===== src/rtl/memoria_principal_resp.sv =====
// Main-memory responder for the 2-way set-associative cache: 32 blocks,
// fixed access latency, level request / one-cycle ack handshake.
module memoria_principal_resp #(
  parameter int LATENCY = 3,
  parameter int ADDR_W  = 5,
  parameter int DATA_W  = 5,
  parameter int CNT_W   = 8
) (
  input  logic              clock,
  input  logic              reset_n,
  input  logic              read_req,
  input  logic              write_req,
  input  logic [ADDR_W-1:0] addr,
  input  logic [DATA_W-1:0] write_data,
  output logic [DATA_W-1:0] read_data,
  output logic              ack,
  output logic              busy,
  output logic [CNT_W-1:0]  read_count,
  output logic [CNT_W-1:0]  write_count
);

  localparam int                 DEPTH    = 1 << ADDR_W;
  localparam int                 LAT_W    = 4;
  localparam logic [LAT_W-1:0]   LAT_LOAD = LAT_W'(LATENCY - 1);
  localparam logic [CNT_W-1:0]   CNT_MAX  = {CNT_W{1'b1}};

  typedef enum logic [1:0] {
    S_IDLE,
    S_WAIT,
    S_DONE,
    S_RECOVER
  } state_e;

  typedef enum logic {
    OP_READ,
    OP_WRITE
  } op_e;

  state_e              state_q,       state_d;
  op_e                 op_q,          op_d;
  logic [LAT_W-1:0]    cnt_q,         cnt_d;
  logic [ADDR_W-1:0]   addr_q,        addr_d;
  logic [DATA_W-1:0]   wdata_q,       wdata_d;
  logic [DATA_W-1:0]   read_data_q,   read_data_d;
  logic                ack_q,         ack_d;
  logic [CNT_W-1:0]    read_count_q,  read_count_d;
  logic [CNT_W-1:0]    write_count_q, write_count_d;
  logic [DATA_W-1:0]   mem_q [DEPTH];
  logic [DATA_W-1:0]   mem_d [DEPTH];

  // NOTE: every always_comb output gets a default first so no path leaves
  // a signal unassigned, which would otherwise infer a latch.
  always_comb begin
    state_d       = state_q;
    op_d          = op_q;
    cnt_d         = cnt_q;
    addr_d        = addr_q;
    wdata_d       = wdata_q;
    read_data_d   = read_data_q;
    ack_d         = 1'b0;
    read_count_d  = read_count_q;
    write_count_d = write_count_q;
    mem_d         = mem_q;

    unique case (state_q)
      S_IDLE: begin
        if (write_req || read_req) begin
          // Write-back wins over fill when both are pending.
          op_d    = write_req ? OP_WRITE : OP_READ;
          addr_d  = addr;
          wdata_d = write_data;
          cnt_d   = LAT_LOAD;
          state_d = S_WAIT;
        end
      end

      S_WAIT: begin
        if (cnt_q == '0) begin
          state_d = S_DONE;
          ack_d   = 1'b1;
          if (op_q == OP_WRITE) begin
            mem_d[addr_q] = wdata_q;
            if (write_count_q != CNT_MAX) write_count_d = write_count_q + CNT_W'(1);
          end else begin
            read_data_d = mem_q[addr_q];
            if (read_count_q != CNT_MAX) read_count_d = read_count_q + CNT_W'(1);
          end
        end else begin
          cnt_d = cnt_q - LAT_W'(1);
        end
      end

      // Requester gets one cycle to drop the served request before IDLE.
      S_DONE:    state_d = S_RECOVER;
      S_RECOVER: state_d = S_IDLE;
      default:   state_d = S_IDLE;
    endcase
  end

  // NOTE: sequential state uses non-blocking assignments so all flops
  // sample their _d values from the same edge.
  always_ff @(posedge clock or negedge reset_n) begin
    if (!reset_n) begin
      state_q       <= S_IDLE;
      op_q          <= OP_READ;
      cnt_q         <= '0;
      addr_q        <= '0;
      wdata_q       <= '0;
      read_data_q   <= '0;
      ack_q         <= 1'b0;
      read_count_q  <= '0;
      write_count_q <= '0;
    end else begin
      state_q       <= state_d;
      op_q          <= op_d;
      cnt_q         <= cnt_d;
      addr_q        <= addr_d;
      wdata_q       <= wdata_d;
      read_data_q   <= read_data_d;
      ack_q         <= ack_d;
      read_count_q  <= read_count_d;
      write_count_q <= write_count_d;
    end
  end

  // NOTE: the memory is deliberately reset (mem[i]=i), so it is built from
  // flops rather than a RAM macro; a RAM array would normally not be reset.
  always_ff @(posedge clock or negedge reset_n) begin
    if (!reset_n) begin
      for (int i = 0; i < DEPTH; i++) mem_q[i] <= DATA_W'(i);
    end else begin
      mem_q <= mem_d;
    end
  end

  assign read_data   = read_data_q;
  assign ack         = ack_q;
  assign busy        = (state_q != S_IDLE);
  assign read_count  = read_count_q;
  assign write_count = write_count_q;

endmodule


===== config.mk =====
export PLATFORM = sky130hd
export DESIGN_NAME = memoria_principal_resp
export DESIGN_NICKNAME = d
export VERILOG_FILES = /design/src/rtl/memoria_principal_resp.sv
export SDC_FILE = /design/constraint.sdc
export NUM_CORES = 1
export LEC_CHECK = 0
export BUFFER_PORTS_ARGS = -buffer_cell sky130_fd_sc_hd__buf_2
export CAP_MARGIN = 20
export CELL_PAD_IN_SITES_DETAIL_PLACEMENT = 0
export CELL_PAD_IN_SITES_GLOBAL_PLACEMENT = 1
export CORE_MARGIN = 2
export CORE_UTILIZATION = 49
export DETAILED_ROUTE_END_ITERATION = 7
export PLACE_DENSITY = 0.84
export SLEW_MARGIN = 20
export SYNTH_ARGS = -nofsm -noshare
export SYNTH_HDL_FRONTEND = slang
export SYNTH_SLANG_ARGS = --single-unit

===== constraint.sdc =====
create_clock -name clock -period 2.97 [get_ports clock]
set_clock_uncertainty 0.2 [all_clocks]
set_input_delay 0 -clock clock [delete_from_list [all_inputs] [get_ports clock]]
set_output_delay 0 -clock clock [all_outputs]
set_load 0.01 [all_outputs]

==> impl_metrics.env <==
export IMPL_status="completed"
export IMPL_synth_distinct_cells=47
export IMPL_synth_most_common_cell="mux2_2"
export IMPL_fin_cells=1040
export IMPL_fin_nets=784
export IMPL_syn_to_final_growth_pct=14.5
export IMPL_htreeDepth=4
export IMPL_synth_area_leaders="dfrtp_1 31%, dfstp_2 22%, mux2_2 20%"
export IMPL_vias_per_cell=5.86
export IMPL_fmax_mhz=371
export IMPL_setup_viol=0
export IMPL_diodes=0
export IMPL_cts_root_buf="clkbuf_16"
export IMPL_dp_cells=985
export IMPL_worstPathArrival_ns=2.81
export IMPL_ant_nets=0
export IMPL_worstPathMaxFanout=6
export IMPL_synth_avg_cell_area_um2=13.5
export IMPL_die_w_um=143
export IMPL_r2r_end="mem_q[45]$_DFFE_PN0P_"
export IMPL_post_route_period_util=0.906
export IMPL_start_kind="register"
export IMPL_port_buffer_count=36
export IMPL_core_area_mm2=0.0193
export IMPL_drc=0
export IMPL_ir_drop_mv=0.634
export IMPL_synth_top_flop_cell="dfrtp_1"
export IMPL_row_count=51
export IMPL_p_per_area_mw_per_mm2=873
export IMPL_synth_largest_area_cell="dfrtp_1"
export IMPL_grt_total_usage=0.229
export IMPL_grt_overflow=0
export IMPL_reg2reg_from="cnt_q[0]$_DFFE_PN0P_"
export IMPL_tns_ns=0
export IMPL_drive_gt1_frac=0.484
export IMPL_fp_dieH_um=143
export IMPL_die_area_mm2=0.0206
export IMPL_max_slew_margin=0.531
export IMPL_gp_congestion=0.895
export IMPL_min_path_type="input pin to asynchronous set/reset pin"
export IMPL_r2r_slack_ns=0.28
export IMPL_finalWirelength_um=22300
export IMPL_syn_nets=728
export IMPL_dpl_hpwl_um=14700
export IMPL_first_global_vias=6442
export IMPL_placedInstanceArea_mm2=0.0100
export IMPL_cts_path_max_buffers=2
export IMPL_start_util=0.495
export IMPL_yosysSeqAreaShare=0.533
export IMPL_io_pins=37
export IMPL_leakagePower_uw=0.00492
export IMPL_syn_area_mm2=0.00953
export IMPL_fin_area_mm2=0.0109
export IMPL_path_class="register to register"
export IMPL_numCtsBuffers=17
export IMPL_drtIter0Drc=508
export IMPL_power_uw=9530
export IMPL_cp_required_ns=3.09
export IMPL_drt_pre_antenna_iters=5
export IMPL_ys_warn_count=0
export IMPL_cts_resized_gates=0
export IMPL_antenna_found_initial=0
export IMPL_endpoint_kind="register"
export IMPL_fin_hold_ws_ns=0.133
export IMPL_tightestPinTransition_ns=0.704
export IMPL_synth_seq_cells=199
export IMPL_synth_edf_count=0
export IMPL_hold_violations=0
export IMPL_grt_setup_unrepaired="false"
export IMPL_grt_pass1_wl_um=35500
export IMPL_r2r_cells=7
export IMPL_postSynth_asyncResetShare=1.00
export IMPL_min_period_ns=2.69
export IMPL_clock_sinks=199
export IMPL_slew_violations=0
export IMPL_wl_per_cell_um=21.4
export IMPL_maxCapViolations=0
export IMPL_synthCells=706
export IMPL_cts_tree="built"
export IMPL_vias=6091
export IMPL_insertion_delay_ns=0.44
export IMPL_synth_top_area_share=0.312
export IMPL_grt_max_degree=67
export IMPL_clk_pin_slew_ns=0.07
export IMPL_synth_common_cells="173 x mux2_2, 119 x dfrtp_1, 80 x dfstp_2"
[layout make-up]
class                   instances  area, um2
inverters                       7       26.3
multi-input cells             457       4230
clock buffers                  22        475
fillers                      1574       8360
repair buffers                 80        599
well taps                     265        332
flip-flops and latches        199       5080
clock inverters                10        166
[how the worst max path moves through the flow]
stage	startpoint	endpoint	slack (ns)	cells after the start
detailed placement	cnt_q[0]$_DFFE_PN0P_	mem_q[91]$_DFFE_PN0P_	0.30	8
global route	cnt_q[0]$_DFFE_PN0P_	mem_q[53]$_DFFE_PN0P_	0.17	8
global placement	cnt_q[0]$_DFFE_PN0P_	mem_q[91]$_DFFE_PN0P_	0.39	8
finish	cnt_q[0]$_DFFE_PN0P_	mem_q[45]$_DFFE_PN0P_	0.28	7
CTS	cnt_q[0]$_DFFE_PN0P_	mem_q[45]$_DFFE_PN0P_	0.29	7
floorplan	cnt_q[0]$_DFFE_PN0P_	mem_q[51]$_DFFE_PN0P_	0.62	8
[through the flow]
stage          worst slack (ns)  utilization
2_1_floorplan             0.618            -
3_5_place_dp              0.303        0.521
4_1_cts                   0.286        0.566
5_1_grt                   0.172        0.566
3_3_place_gp              0.389        0.520
6_report                  0.278        0.566
[routing by layer]
layer	up-vias	routed length [um]	GRT usage	part of all wire
li1	2689	-	-	-
met1	3230	9820	0.310	0.44
met2	139	10900	0.367	0.49
met3	33	1020	0.0510	0.046
met4	0	504	0.0795	0.023
met5	-	0	0	0
[where the power goes]
group	internal, uW	switching, uW	leakage, uW
logic	1310	1740	0.00218
registers	3380	564	0.00244
clock network	1490	1040	0.000306
[worst max-delay path: stages, from the launching register on]
cell	delay, ns
dfrtp_1	0.41
inv_1	0.12
ha_1	0.19
nor3b_4	0.33
nand3_4	0.18
nor3b_4	0.40
and3_1	0.37
mux2_2	0.37
[placed cells by master (no fill, tap or decap), types with 5 or more instances in the layout]
master | Yosys | routed
mux2_2 | 173 | 173
dfrtp_1 | 119 | 118
dfstp_2 | 80 | 80
mux2i_1 | 47 | 47
nand2_1 | 43 | 43
buf_2 | 13 | 35
dlygate4sd3_1 | 0 | 22
buf_4 | 6 | 20
nand3_1 | 19 | 19
clkbuf_16 | 0 | 18
nor2_1 | 17 | 17
mux4_2 | 17 | 17
nor3_1 | 13 | 13
and3_1 | 8 | 8
o21ai_0 | 9 | 8
o22ai_1 | 8 | 8
a21oi_1 | 8 | 8
a31oi_1 | 8 | 8
ha_1 | 8 | 8
inv_1 | 7 | 7
nor4_1 | 7 | 7
xnor2_1 | 7 | 7
nor2b_1 | 6 | 6
xor2_1 | 6 | 6
nor3_4 | 5 | 5
a22oi_1 | 5 | 5
[logic make-up after synthesis]
kind of cell	Yosys count	share of synthesized area
fa+ha+maj	8	0.0105
compound gates	52	0.0358
flops	199	0.533
xor+xnor	13	0.0119
simple gates	147	0.0912
mux	237	0.294
buf+inv	50	0.0238
[registers in the layout (all words and copies together) (netlist names)]
register and flops:
ack 1, addr_q 5, cnt_q 4, mem_q 160, op_q 1, read_count 8
read_data 5, state_q 2, wdata_q 5, write_count 8
[timing repair]
action                                 in CTS  in global routing
hold buffers                               23                  0
setup endpoints to repair                   0                  0
buffers inserted                            0                  0
endpoints found under the hold margin     167                  0
(Power assumes the default switching activity.)
